$ cat config.mk
export PLATFORM = sky130hd
export DESIGN_NAME = aes_shift_rows_stream
export DESIGN_NICKNAME = d
export VERILOG_FILES = /design/src/rtl/aes_pkg.sv /design/src/rtl/aes_sr_bank.sv /design/src/rtl/aes_shift_rows_stream.sv
export SDC_FILE = /design/constraint.sdc
export NUM_CORES = 1
export LEC_CHECK = 0
export CAP_MARGIN = 15
export CELL_PAD_IN_SITES_DETAIL_PLACEMENT = 2
export CELL_PAD_IN_SITES_GLOBAL_PLACEMENT = 2
export CORE_ASPECT_RATIO = 2
export CORE_MARGIN = 2
export CORE_UTILIZATION = 49
export CTS_CLUSTER_SIZE = 25
export DETAILED_ROUTE_END_ITERATION = 12
export GPL_ROUTABILITY_DRIVEN = 0
export GPL_TIMING_DRIVEN = 0
export PLACE_DENSITY_LB_ADDON = 0.1
export SYNTH_ARGS = -nofsm -noshare
export SYNTH_HDL_FRONTEND = slang
export SYNTH_SLANG_ARGS = --single-unit
$ cat constraint.sdc
create_clock -name clk -period 6.1 [get_ports clk]
set_clock_uncertainty 0.05 [all_clocks]
set_input_delay 1.83 -clock clk [delete_from_list [all_inputs] [get_ports clk]]
set_output_delay 1.83 -clock clk [all_outputs]
set_load 0.1 [all_outputs]
$ cat src/rtl/aes_pkg.sv
// Shared AES definitions: byte type, block size and the (Inv)ShiftRows index tables
// used by the byte-serial round stages.
package aes_pkg;

  localparam int AES_BLOCK_BYTES = 16;

  typedef logic [7:0] aes_byte_t;
  typedef logic [3:0] aes_idx_t;

  localparam aes_idx_t LAST_IDX = aes_idx_t'(AES_BLOCK_BYTES - 1);

  // Output index -> source index, column-major state (idx = 4*col + row).
  localparam aes_idx_t SR_MAP [AES_BLOCK_BYTES] = '{
    4'd0,  4'd5,  4'd10, 4'd15,
    4'd4,  4'd9,  4'd14, 4'd3,
    4'd8,  4'd13, 4'd2,  4'd7,
    4'd12, 4'd1,  4'd6,  4'd11
  };

  localparam aes_idx_t INV_SR_MAP [AES_BLOCK_BYTES] = '{
    4'd0,  4'd13, 4'd10, 4'd7,
    4'd4,  4'd1,  4'd14, 4'd11,
    4'd8,  4'd5,  4'd2,  4'd15,
    4'd12, 4'd9,  4'd6,  4'd3
  };

  function automatic aes_idx_t sr_src_idx(input logic inverse, input aes_idx_t out_idx);
    return inverse ? INV_SR_MAP[out_idx] : SR_MAP[out_idx];
  endfunction

endpackage

$ cat src/rtl/aes_sr_bank.sv
// One 16-byte AES state buffer: synchronous write port, combinational read port.
module aes_sr_bank
  import aes_pkg::*;
(
  input  logic      clk,
  input  logic      wr_en,
  input  aes_idx_t  wr_addr,
  input  aes_byte_t wr_data,
  input  aes_idx_t  rd_addr,
  output aes_byte_t rd_data
);

  aes_byte_t mem [AES_BLOCK_BYTES];

  // NOTE: the storage array has no reset; the full flags in the parent decide
  // whether its contents are meaningful, so clearing it would only cost area.
  always_ff @(posedge clk) begin
    if (wr_en) mem[wr_addr] <= wr_data;
  end

  assign rd_data = mem[rd_addr];

endmodule

$ cat src/rtl/aes_shift_rows_stream.sv
// Byte-serial AES (Inv)ShiftRows stage: ping-pong buffers, one fills while the other
// drains in permuted order, valid/ready on both sides.
module aes_shift_rows_stream
  import aes_pkg::*;
#(
  parameter int BYTE_W  = 8,
  parameter bit INVERSE = 1'b0
) (
  input  logic              clk,
  input  logic              rst,
  input  logic              clear,
  input  logic              in_valid,
  output logic              in_ready,
  input  logic [BYTE_W-1:0] in_data,
  output logic              out_valid,
  input  logic              out_ready,
  output logic [BYTE_W-1:0] out_data,
  output logic              out_last
);

  logic       wr_bank;
  logic       rd_bank;
  aes_idx_t   wr_cnt;
  aes_idx_t   rd_cnt;
  logic [1:0] bank_full;
  logic [1:0] bank_full_nxt;

  logic       in_fire;
  logic       out_fire;
  logic       wr_done;
  logic       rd_done;
  logic [1:0] bank_wr_en;
  aes_idx_t   rd_addr;
  aes_byte_t  bank_rd [2];
  aes_byte_t  rd_mux;

  assign in_ready  = !bank_full[wr_bank];
  assign out_valid = bank_full[rd_bank];
  assign in_fire   = in_valid && in_ready;
  assign out_fire  = out_valid && out_ready;
  assign wr_done   = in_fire && (wr_cnt == LAST_IDX);
  assign rd_done   = out_fire && (rd_cnt == LAST_IDX);

  // Both banks share one read address; only the selected bank's data is used.
  assign rd_addr = sr_src_idx(INVERSE, rd_cnt);

  for (genvar b = 0; b < 2; b++) begin : g_bank
    assign bank_wr_en[b] = in_fire && !clear && (wr_bank == 1'(b));

    aes_sr_bank u_bank (
      .clk     (clk),
      .wr_en   (bank_wr_en[b]),
      .wr_addr (wr_cnt),
      .wr_data (in_data),
      .rd_addr (rd_addr),
      .rd_data (bank_rd[b])
    );
  end

  assign rd_mux   = bank_rd[rd_bank];
  assign out_data = out_valid ? rd_mux : '0;
  assign out_last = out_valid && (rd_cnt == LAST_IDX);

  // Fill-complete and drain-complete always hit different banks, so both may
  // land in the same cycle.
  // NOTE: default every always_comb output first so no path leaves it
  // unassigned and infers a latch.
  always_comb begin
    bank_full_nxt = bank_full;
    if (wr_done) bank_full_nxt[wr_bank] = 1'b1;
    if (rd_done) bank_full_nxt[rd_bank] = 1'b0;
  end

  // NOTE: sequential state uses non-blocking assignments so every register
  // samples the pre-edge values regardless of statement order.
  always_ff @(posedge clk or posedge rst) begin
    if (rst) begin
      wr_bank   <= 1'b0;
      rd_bank   <= 1'b0;
      wr_cnt    <= '0;
      rd_cnt    <= '0;
      bank_full <= '0;
    end else if (clear) begin
      wr_bank   <= 1'b0;
      rd_bank   <= 1'b0;
      wr_cnt    <= '0;
      rd_cnt    <= '0;
      bank_full <= '0;
    end else begin
      bank_full <= bank_full_nxt;
      if (in_fire) begin
        wr_cnt <= wr_cnt + 4'd1;
        if (wr_done) wr_bank <= ~wr_bank;
      end
      if (out_fire) begin
        rd_cnt <= rd_cnt + 4'd1;
        if (rd_done) rd_bank <= ~rd_bank;
      end
    end
  end

endmodule

**Word level (Yosys, flattened, before mapping)**

Memories as Yosys holds them, arrays and structs flattened.
Index checks and enable logic that the tools add are counted.

- Multipliers: 0
- Mux-type cells: 31
- $lt $le $gt $ge: 6
- Div/mod/pow operators: 0
- Add/sub/neg operators: 2
- Bitwise gates (word level): 7
- Equal/unequal tests: 2
- Shifts and indexed selects: 0
- Reduce and logical (&&, ||, !) cells: 18

Operator list:

| cell | count |
|---|---|
| 8-bit 2-to-1 mux | 4 |
| 4-bit 2-to-1 mux | 6 |
| 1-bit 2-to-1 mux | 16 |
| 1-bit logical AND | 10 |
| 4-bit by 1-bit adder with 4-bit output, second input constant | 2 |
| 4-bit equality test, second input constant | 2 |
| 2-bit nonzero test | 4 |
| 2-bit 2-to-1 mux | 3 |
| 5-bit greater-or-equal comparator, second input constant | 1 |
| 4-bit inverter with 5-bit output | 1 |
| 1-bit by 2-bit < comparator with 1-bit output, second input constant | 2 |
| 2-bit AND reduction | 2 |
| 2-bit bitwise AND | 1 |
| 1-bit demux with 1-bit select | 2 |
| 1-bit greater-or-equal comparator, second input constant | 2 |
| 2-bit greater-or-equal comparator, second input constant | 1 |
| 1-bit logical NOT | 2 |
| 1-bit inverter | 2 |
| 1-bit inverter with 2-bit output | 1 |
| 2-bit inverter | 1 |
| 2-bit bitwise OR | 1 |

- Memories: 3
- Bits in read-only memories: 64
- Flip-flop bits (word level): 12
- Bits of input ports: 13
- Bits in writable memories: 256
- Output and inout port bits: 11
- Bits in latches: 0
- Logic and storage cells: 74

Memories:

| name | words | width | rd ports | clocked after Yosys merged registers in | write ports | RTL line | text |
|---|---|---|---|---|---|---|---|
| g_bank[0].u_bank.mem | 16 | 8 | 1 | 0 | 1 | aes_sr_bank.sv:13 | `aes_byte_t mem [AES_BLOCK_BYTES];` |
| g_bank[1].u_bank.mem | 16 | 8 | 1 | 0 | 1 | aes_sr_bank.sv:13 |  |
| (name not given) | 16 | 4 | 1 | 0 | 0 | aes_pkg.sv:28 | `return inverse ? INV_SR_MAP[out_idx] : SR_MAP[out_idx];` |

**Logic depth before layout (Yosys ltp)**

Gate-level depths: netlist of run 1.

- Word-level depth: 9
- Depth in mapped cells: 8
- Mapped depth without buffers: 6

**By module**

From an unflattened synthesis of run 1, not the netlist that was laid out.

- Cell total of the unflattened synthesis: 533
- Area, all modules: 10775.3 um2

By module, submodules not included:

| module | instances | area an instance (um2) | cells an instance | seq. area each (um2) |
|---|---|---|---|---|
| aes_sr_bank | 2 | 4987.3 | 221 | 3843.7 |
| aes_shift_rows_stream | 1 | 800.8 | 91 | 300.3 |

**Worst setup path before layout of run 1**

Ideal clock, no wire load.

- Kind: reg2out
- From: reg rd_cnt[1]
- To: out out_data[4]
- Stages on the path, launching flop included: 8
- Buffers on the path: 1
- Data required time: 4220 ps
- Setup slack: 1926 ps
- Data arrival time: 2294 ps
- Cells stage by stage: dfrtp_1 -> ha_1 -> xor2_1 -> o22ai_2 -> buf_4 -> nand3_1 -> nand4_1 -> a32o_1

- Cells in the longest elaborated chain, start to end: 9
- Elaborated cells between the ends (all ways): 10
- Those cells by class: 6 x mux; 1 x bitwise; 3 x memory

RTL lines:

| item | RTL line | text |
|---|---|---|
| start: declaration | aes_shift_rows_stream.sv:24 | `aes_idx_t rd_cnt;` |
| start signal: assignment | aes_shift_rows_stream.sv:96 | `rd_cnt <= rd_cnt + 4'd1;` |
| 4-bit inverter with 5-bit output (not written as such) (*) | aes_pkg.sv:28 |  |
| memory 16 x 4 bit (*) | n/a |  |
| 4-bit 2-to-1 mux (not written as such) (*) (2 in a row) | aes_pkg.sv:28 |  |
| memory 16 x 8 bit | n/a |  |
| 8-bit 2-to-1 mux (not written as such) (*) (3 in a row) | aes_shift_rows_stream.sv:60 | `assign rd_mux = bank_rd[rd_bank];` |
| 8-bit 2-to-1 mux (*) | aes_shift_rows_stream.sv:61 | `assign out_data = out_valid ? rd_mux : '0;` |
| end: declaration | aes_shift_rows_stream.sv:17 | `output logic [BYTE_W-1:0] out_data,` |

Mark *: on every way between the ends. The rest lies on a longest branch, timed or not. The select of a mux whose other input is x is not followed.

**Worst setup path in the final report of run 1**

- From: reg rd_cnt[0]
- To: out out_data[7]

The elaborated chain is that of the path after synthesis.

==> results of run 1 <==
-- cells by family (layout without fill, tap and decap cells) --
logic type / count (synthesis) / after routing / share of synthesized area [%]
AND/OR/NAND/NOR: 255 / 255 / 10.6
XOR/XNOR: 13 / 13 / 1.09
AO/OA/AOI/OAI: 17 / 17 / 1.48
multiplexers: 129 / 129 / 12.6
buffers and inverters: 45 / 119 / 2.08
flip-flops: 268 / 268 / 71.5
adder cells (fa/ha/maj): 5 / 5 / 0.560
-- worst min-delay path, delay by kind of cell, from the launching register on --
family                    cells  cell delay [ps]
and+or+nand+nor               1               90
xor gates and xnor gates      1              100
DFF                           1              420
-- Yosys cell counts, drive strengths merged, types with 2 or more instances --
| master | number |
|---|---|
| nor3 | 3 |
| mux4 | 8 |
| nand2b | 4 |
| nor2 | 18 |
| a21oi | 3 |
| ha | 5 |
| o22ai | 4 |
| buf | 30 |
| inv | 6 |
| mux2i | 120 |
| xnor2 | 5 |
| a32o | 8 |
| clkbuf | 9 |
| nand4 | 16 |
| nand3 | 59 |
| or2 | 2 |
| nand2 | 117 |
| dfrtp | 12 |
| and2 | 31 |
| edfxtp | 256 |
| xor2 | 8 |
-- final timing paths --
| check | to | cells after the start |
|---|---|---|
| min in group asynchronous | rd_bank | 2 |
| worst min-delay path | rd_bank | 2 |
| worst max register to register | g_bank[0].u_bank.mem[15][1] | 5 |
| worst min register to register | rd_bank | 2 |
| worst max-delay path | out_data[7] | 8 |
| max in group asynchronous | rd_cnt[3] | 2 |
-- report_power, final --
group	internal (mW)	switching [mW]	total, mW
combinational	0.0241	0.0653	0.0893
clock	0.820	0.724	1.54
sequential	2.02	0.00396	2.02
-- through the flow --
stage	setup slack (ps)	area, µm²	hold slack (ps)	cells	total power [mW]
finish	32.7	12700	602	1086	3.66
global route	7.08	12700	651	1086	3.73
CTS	4.57	12600	599	1084	3.67
detailed placement	568	11800	585	1040	2.15
global placement	693	11700	551	1035	2.14
floorplan	1930	11200	502	732	2.08
-- final cells by class --
cell class / count / area, µm²
timing repair buffer: 30 / 369
buffer: 39 / 210
multi-input combinational: 419 / 2950
fill: 1954 / 9870
tap: 280 / 350
inverter: 6 / 22.5
sequential: 268 / 7990
clock buffer: 26 / 608
clock inverter: 18 / 179
-- layer usage --
layer | GRT usage [%] | part of all wire, % | vias up
met5 | 0 | 0 | -
met1 | 29.0 | 34 | 3312
met4 | 18.5 | 7.0 | 0
li1 | - | - | 2844
met2 | 54.3 | 56 | 166
met3 | 3.17 | 2.9 | 100
-- sequential cells by signal, indices dropped and copies added, names as in the netlist --
register	flops
wr_bank	1
wr_cnt	4
bank_full	2
g_bank.u_bank.mem	256
rd_bank	1
rd_cnt	4
-- timing repair --
item | 4_1_cts | 5_1_grt
cloned | 0 | 0
resized for setup | 1 | 2
hold buffers | 0 | 0
endpoints found under the setup margin | 1 | 2
==> impl_metrics.json, run 1 <==
{
  "status": "complete, no violations",
  "peakVddDrop_mv": 0.272,
  "period_needed_ps": 6070,
  "path_cells": "ha_1, xnor2_1, o22ai_2, buf_2, nand3_1, nand4_1, a32o_1, clkdlybuf4s50_1",
  "grt_pass1_vias": 7376,
  "layout-drive-gt1-share_pct": 10.8,
  "first_iter_violations": 372,
  "h-tree-depth": 1,
  "synth_seq_cells": 268,
  "nNetsFinal": 806,
  "slew_headroom_pct": 32.5,
  "viasPerCell": 5.91,
  "ff2ff_setup_slack_ps": 3450,
  "synthesis.instances": 732,
  "antenna_left": 0,
  "worst_pin_slew_ps": 1010,
  "synth-edff-count": 256,
  "path_clk_slew_ps": 70,
  "setup.worst_path.start": "rd_cnt[0]",
  "root_buffer": "clkbuf_16",
  "syn-num-nets": 750,
  "rows": 78,
  "cap_viol_max_count": 0,
  "syn_to_final_growth_pct": 13.5,
  "yosysSeqAreaShare_pct": 71.5,
  "critPathMaxStageDelay_ps": 1140,
  "antenna_cells": 0,
  "crit_fanout": 10,
  "drc": 0,
  "dr.pass1.iters": 4,
  "synth_cell_types": 35,
  "synth.avg_cell_area_um2": 15.3,
  "tns_ps": 0,
  "grt_pass1_wl_mm": 49.1,
  "hold_viol_final": 0,
  "netlist_area_um2": 11200,
  "min_from": "rd_bank",
  "layout_commonest_cell": "edfxtp_1",
  "drt-wirelength-per-cell_um": 31.3,
  "clockBufferDepth": 3,
  "die_w_um": 111,
  "utilization_pct": 56.2,
  "synth_largest_area_cell": "edfxtp_1",
  "rsz0062_at_grt": "false",
  "start_util_pct": 49.5,
  "cts_made_buffers": 24,
  "num_vias": 6422,
  "crit_path_end_kind": "output port",
  "critPathArrivalTime_ps": 4190,
  "setup_violations": 0,
  "p_leak_nw": 4.11,
  "clkLatencyLatePin_ps": 550,
  "ys_async_sr_fraction_pct": 4.48,
  "ios": 24,
  "dieArea_um2": 24100,
  "yosysWarnings": 0,
  "grt_usage_pct": 28.5,
  "grt_overflow": 0,
  "core_area_um2": 22500,
  "ys_dominant_reg_cell": "edfxtp_1",
  "clock-sinks": 268,
  "antenna_found_initial": 0,
  "r2r-start": "wr_cnt[0]",
  "cts_tree": "yes",
  "synth.area.top_cells": "edfxtp_1 (69%), mux2i_1 (11%), nand2_1 (3.9%)",
  "power_density_nw_per_um2": 289,
  "critPathLaunchType": "register",
  "dp_hpwl_mm": 23.8,
  "port_buffers": 23,
  "grt_max_degree": 33,
  "cts_setup_buffers": 0,
  "crit_slowest_cell": "clkdlybuf4s50_1",
  "critPathBufInv": 2,
  "final_cell_mix": "edfxtp_1 (256), mux2i_1 (120), nand2_1 (117)",
  "max_freq_ghz": 0.165,
  "crit_required_ps": 4220,
  "chipHeight_um": 217,
  "synth_top_area_share_pct": 68.8,
  "hp-class": "reg2reg",
  "drv_slew": 0,
  "critPathTopFamily": "buffers and inverters",
  "totalWireLength_mm": 34.0,
  "critPathKind": "reg2out",
  "final.period_utilization_pct": 99.5
}
Note: power is estimated with default switching activity, not from simulation.
==> run 2: changes to the inputs <==
Settings changed: PLACE_DENSITY_LB_ADDON 0.1 to 0.2.
==> run 2 against run 1 <==
- utilization is 0.31 points higher
- clock power rose by 3%
- non-clock buffer count grew 1
- register-to-register slack got worse by 80 ps
- global-route usage rose by 0.59 points
- critical path type unchanged
- largest cell class unchanged
==> impl_metrics.json, run 2 (synthesis results as in run 1) <==
{
  "grt_usage_pct": 29.1,
  "setup.worst_path.start": "rd_cnt[1]",
  "dieArea_um2": 24100,
  "tns_ps": 0,
  "start_util_pct": 49.5,
  "peakVddDrop_mv": 0.265,
  "antenna_found_initial": 0,
  "top_regs": "g_bank.u_bank.mem (256), rd_cnt (4), wr_cnt (4)",
  "setup_violations": 0,
  "ios": 24,
  "cap_viol_max_count": 0,
  "port_buffers": 23,
  "clkLatencyLatePin_ps": 550,
  "top_register": "g_bank.u_bank.mem",
  "drc": 0,
  "largest_reg_flops": 256,
  "die_w_um": 111,
  "clockBufferDepth": 3,
  "hold_viol_final": 0,
  "crit_fanout": 10,
  "grt_max_degree": 33,
  "r2r_cells": 4,
  "critPathArrivalTime_ps": 4110,
  "status": "complete, no violations",
  "rr_endpoint": "g_bank[0].u_bank.mem[15][1]",
  "root_buffer": "clkbuf_16",
  "crit_required_ps": 4220,
  "p_leak_nw": 4.15,
  "regArea_um2": 7990,
  "first_iter_violations": 503,
  "cts_tree": "yes",
  "chipHeight_um": 217,
  "dr.pass1.iters": 5,
  "crit_path_end_kind": "output port",
  "max_freq_ghz": 0.167,
  "num_vias": 6548,
  "h-tree-depth": 1,
  "rows": 78,
  "ff2ff_setup_slack_ps": 3370,
  "r2r-start": "wr_cnt[0]",
  "multi_input_area_um2": 2950,
  "final_cell_mix": "edfxtp_1 (256), mux2i_1 (120), nand2_1 (117)",
  "antenna_left": 0,
  "power.total_mw": 3.70,
  "drv_slew": 0,
  "hp-class": "reg2reg",
  "slew_headroom_pct": 29.4,
  "core_area_um2": 22500,
  "finalNonFillerCells": 1085,
  "fin_hold_ws_ps": 594,
  "power_density_nw_per_um2": 291,
  "dp_cells": 1041,
  "cts_setup_buffers": 0,
  "grt_pass1_vias": 7475,
  "setup.worst_path.end": "out_data[7]",
  "path_clk_slew_ps": 70,
  "layout-drive-gt1-share_pct": 10.2,
  "grt_overflow": 0,
  "dp_hpwl_mm": 24.1,
  "critPathLaunchType": "register",
  "nNetsFinal": 807,
  "cts_made_buffers": 24,
  "totalWireLength_mm": 34.7,
  "fillers": 1938,
  "layout_commonest_cell": "edfxtp_1",
  "syn_to_final_growth_pct": 14.1,
  "critPathKind": "reg2out",
  "clock-sinks": 268,
  "grt_pass1_wl_mm": 50.3,
  "viasPerCell": 6.04,
  "period_needed_ps": 5990,
  "drt-wirelength-per-cell_um": 32.0,
  "final.period_utilization_pct": 98.2,
  "worst_pin_slew_ps": 1060,
  "rsz0062_at_grt": "false"
}
-- run 2: cell count changes in the layout (fill, tap and decap cells not counted), sizes merged --
cell         before  now
dlygate4sd2       1    3
clkinvlp          4    1
diode             0    1
buf              39   37
inv               7    6
clkbuf           35   39
clkinv           11    7
bufinv            2    4
-- run 2: area by class of cell --
type | instances | share of cell area (%)
repair buffers | 31 | 3.33
flip-flops and latches | 268 | 62.7
diodes | 1 | 0.0196
plain buffers | 39 | 1.65
multi-input cells | 419 | 23.2
inverters | 6 | 0.177
clock inverters | 12 | 1.36
clock buffers | 29 | 4.86
well taps | 280 | 2.75
-- run 2: through the flow --
step | worst slack, ps | cell area [µm²] | utilization [%]
floorplan | 1930 | 11200 | -
global placement | 664 | 11700 | 52.1
detailed placement | 563 | 11900 | 52.8
CTS | 12.0 | 12700 | 56.3
global route | 20.2 | 12700 | 56.5
finish | 108 | 12700 | 56.5
-- run 2: per-layer routing --
layer | vias to the layer above | routed length, µm | share of wire [%] | track usage (%)
met3 | 87 | 1140 | 3.3 | 3.47
met5 | - | 0 | 0 | 0
met2 | 194 | 19100 | 55 | 54.3
met1 | 3418 | 12100 | 35 | 30.6
li1 | 2849 | - | - | -
met4 | 0 | 2300 | 6.6 | 18.5
-- run 2: timing repair --
action / 4_1_cts / 5_1_grt
gates resized for setup: 3 / 2
hold buffers: 0 / 0
endpoints found under the setup margin: 3 / 2
-- run 2: worst min-delay path by stage --
stage	endpoint	cells after the start	from	slack, ps
2_1_floorplan	rd_bank	2	rd_bank	500
3_3_place_gp	rd_bank	2	rd_bank	560
3_5_place_dp	rd_bank	2	rd_bank	580
4_1_cts	bank_full[0]	1	bank_full[0]	600
5_1_grt	bank_full[0]	1	bank_full[0]	630
6_report	rd_bank	2	rd_bank	590
-- run 2: worst max-delay path: stages, from the launching register on --
cell and delay (ps):
dfrtp_1 420, ha_1 400, xnor2_1 230, o22ai_2 430
buf_2 370, nand3_1 190, nand4_1 180, a32o_1 180
clkdlybuf4s50_1 1160
-- run 2: report_power, final --
group	leakage (nW)	switching, mW	internal [mW]
Sequential	2.47	0.00360	2.02
Clock	0.382	0.687	0.894
Combinational	1.30	0.0680	0.0281
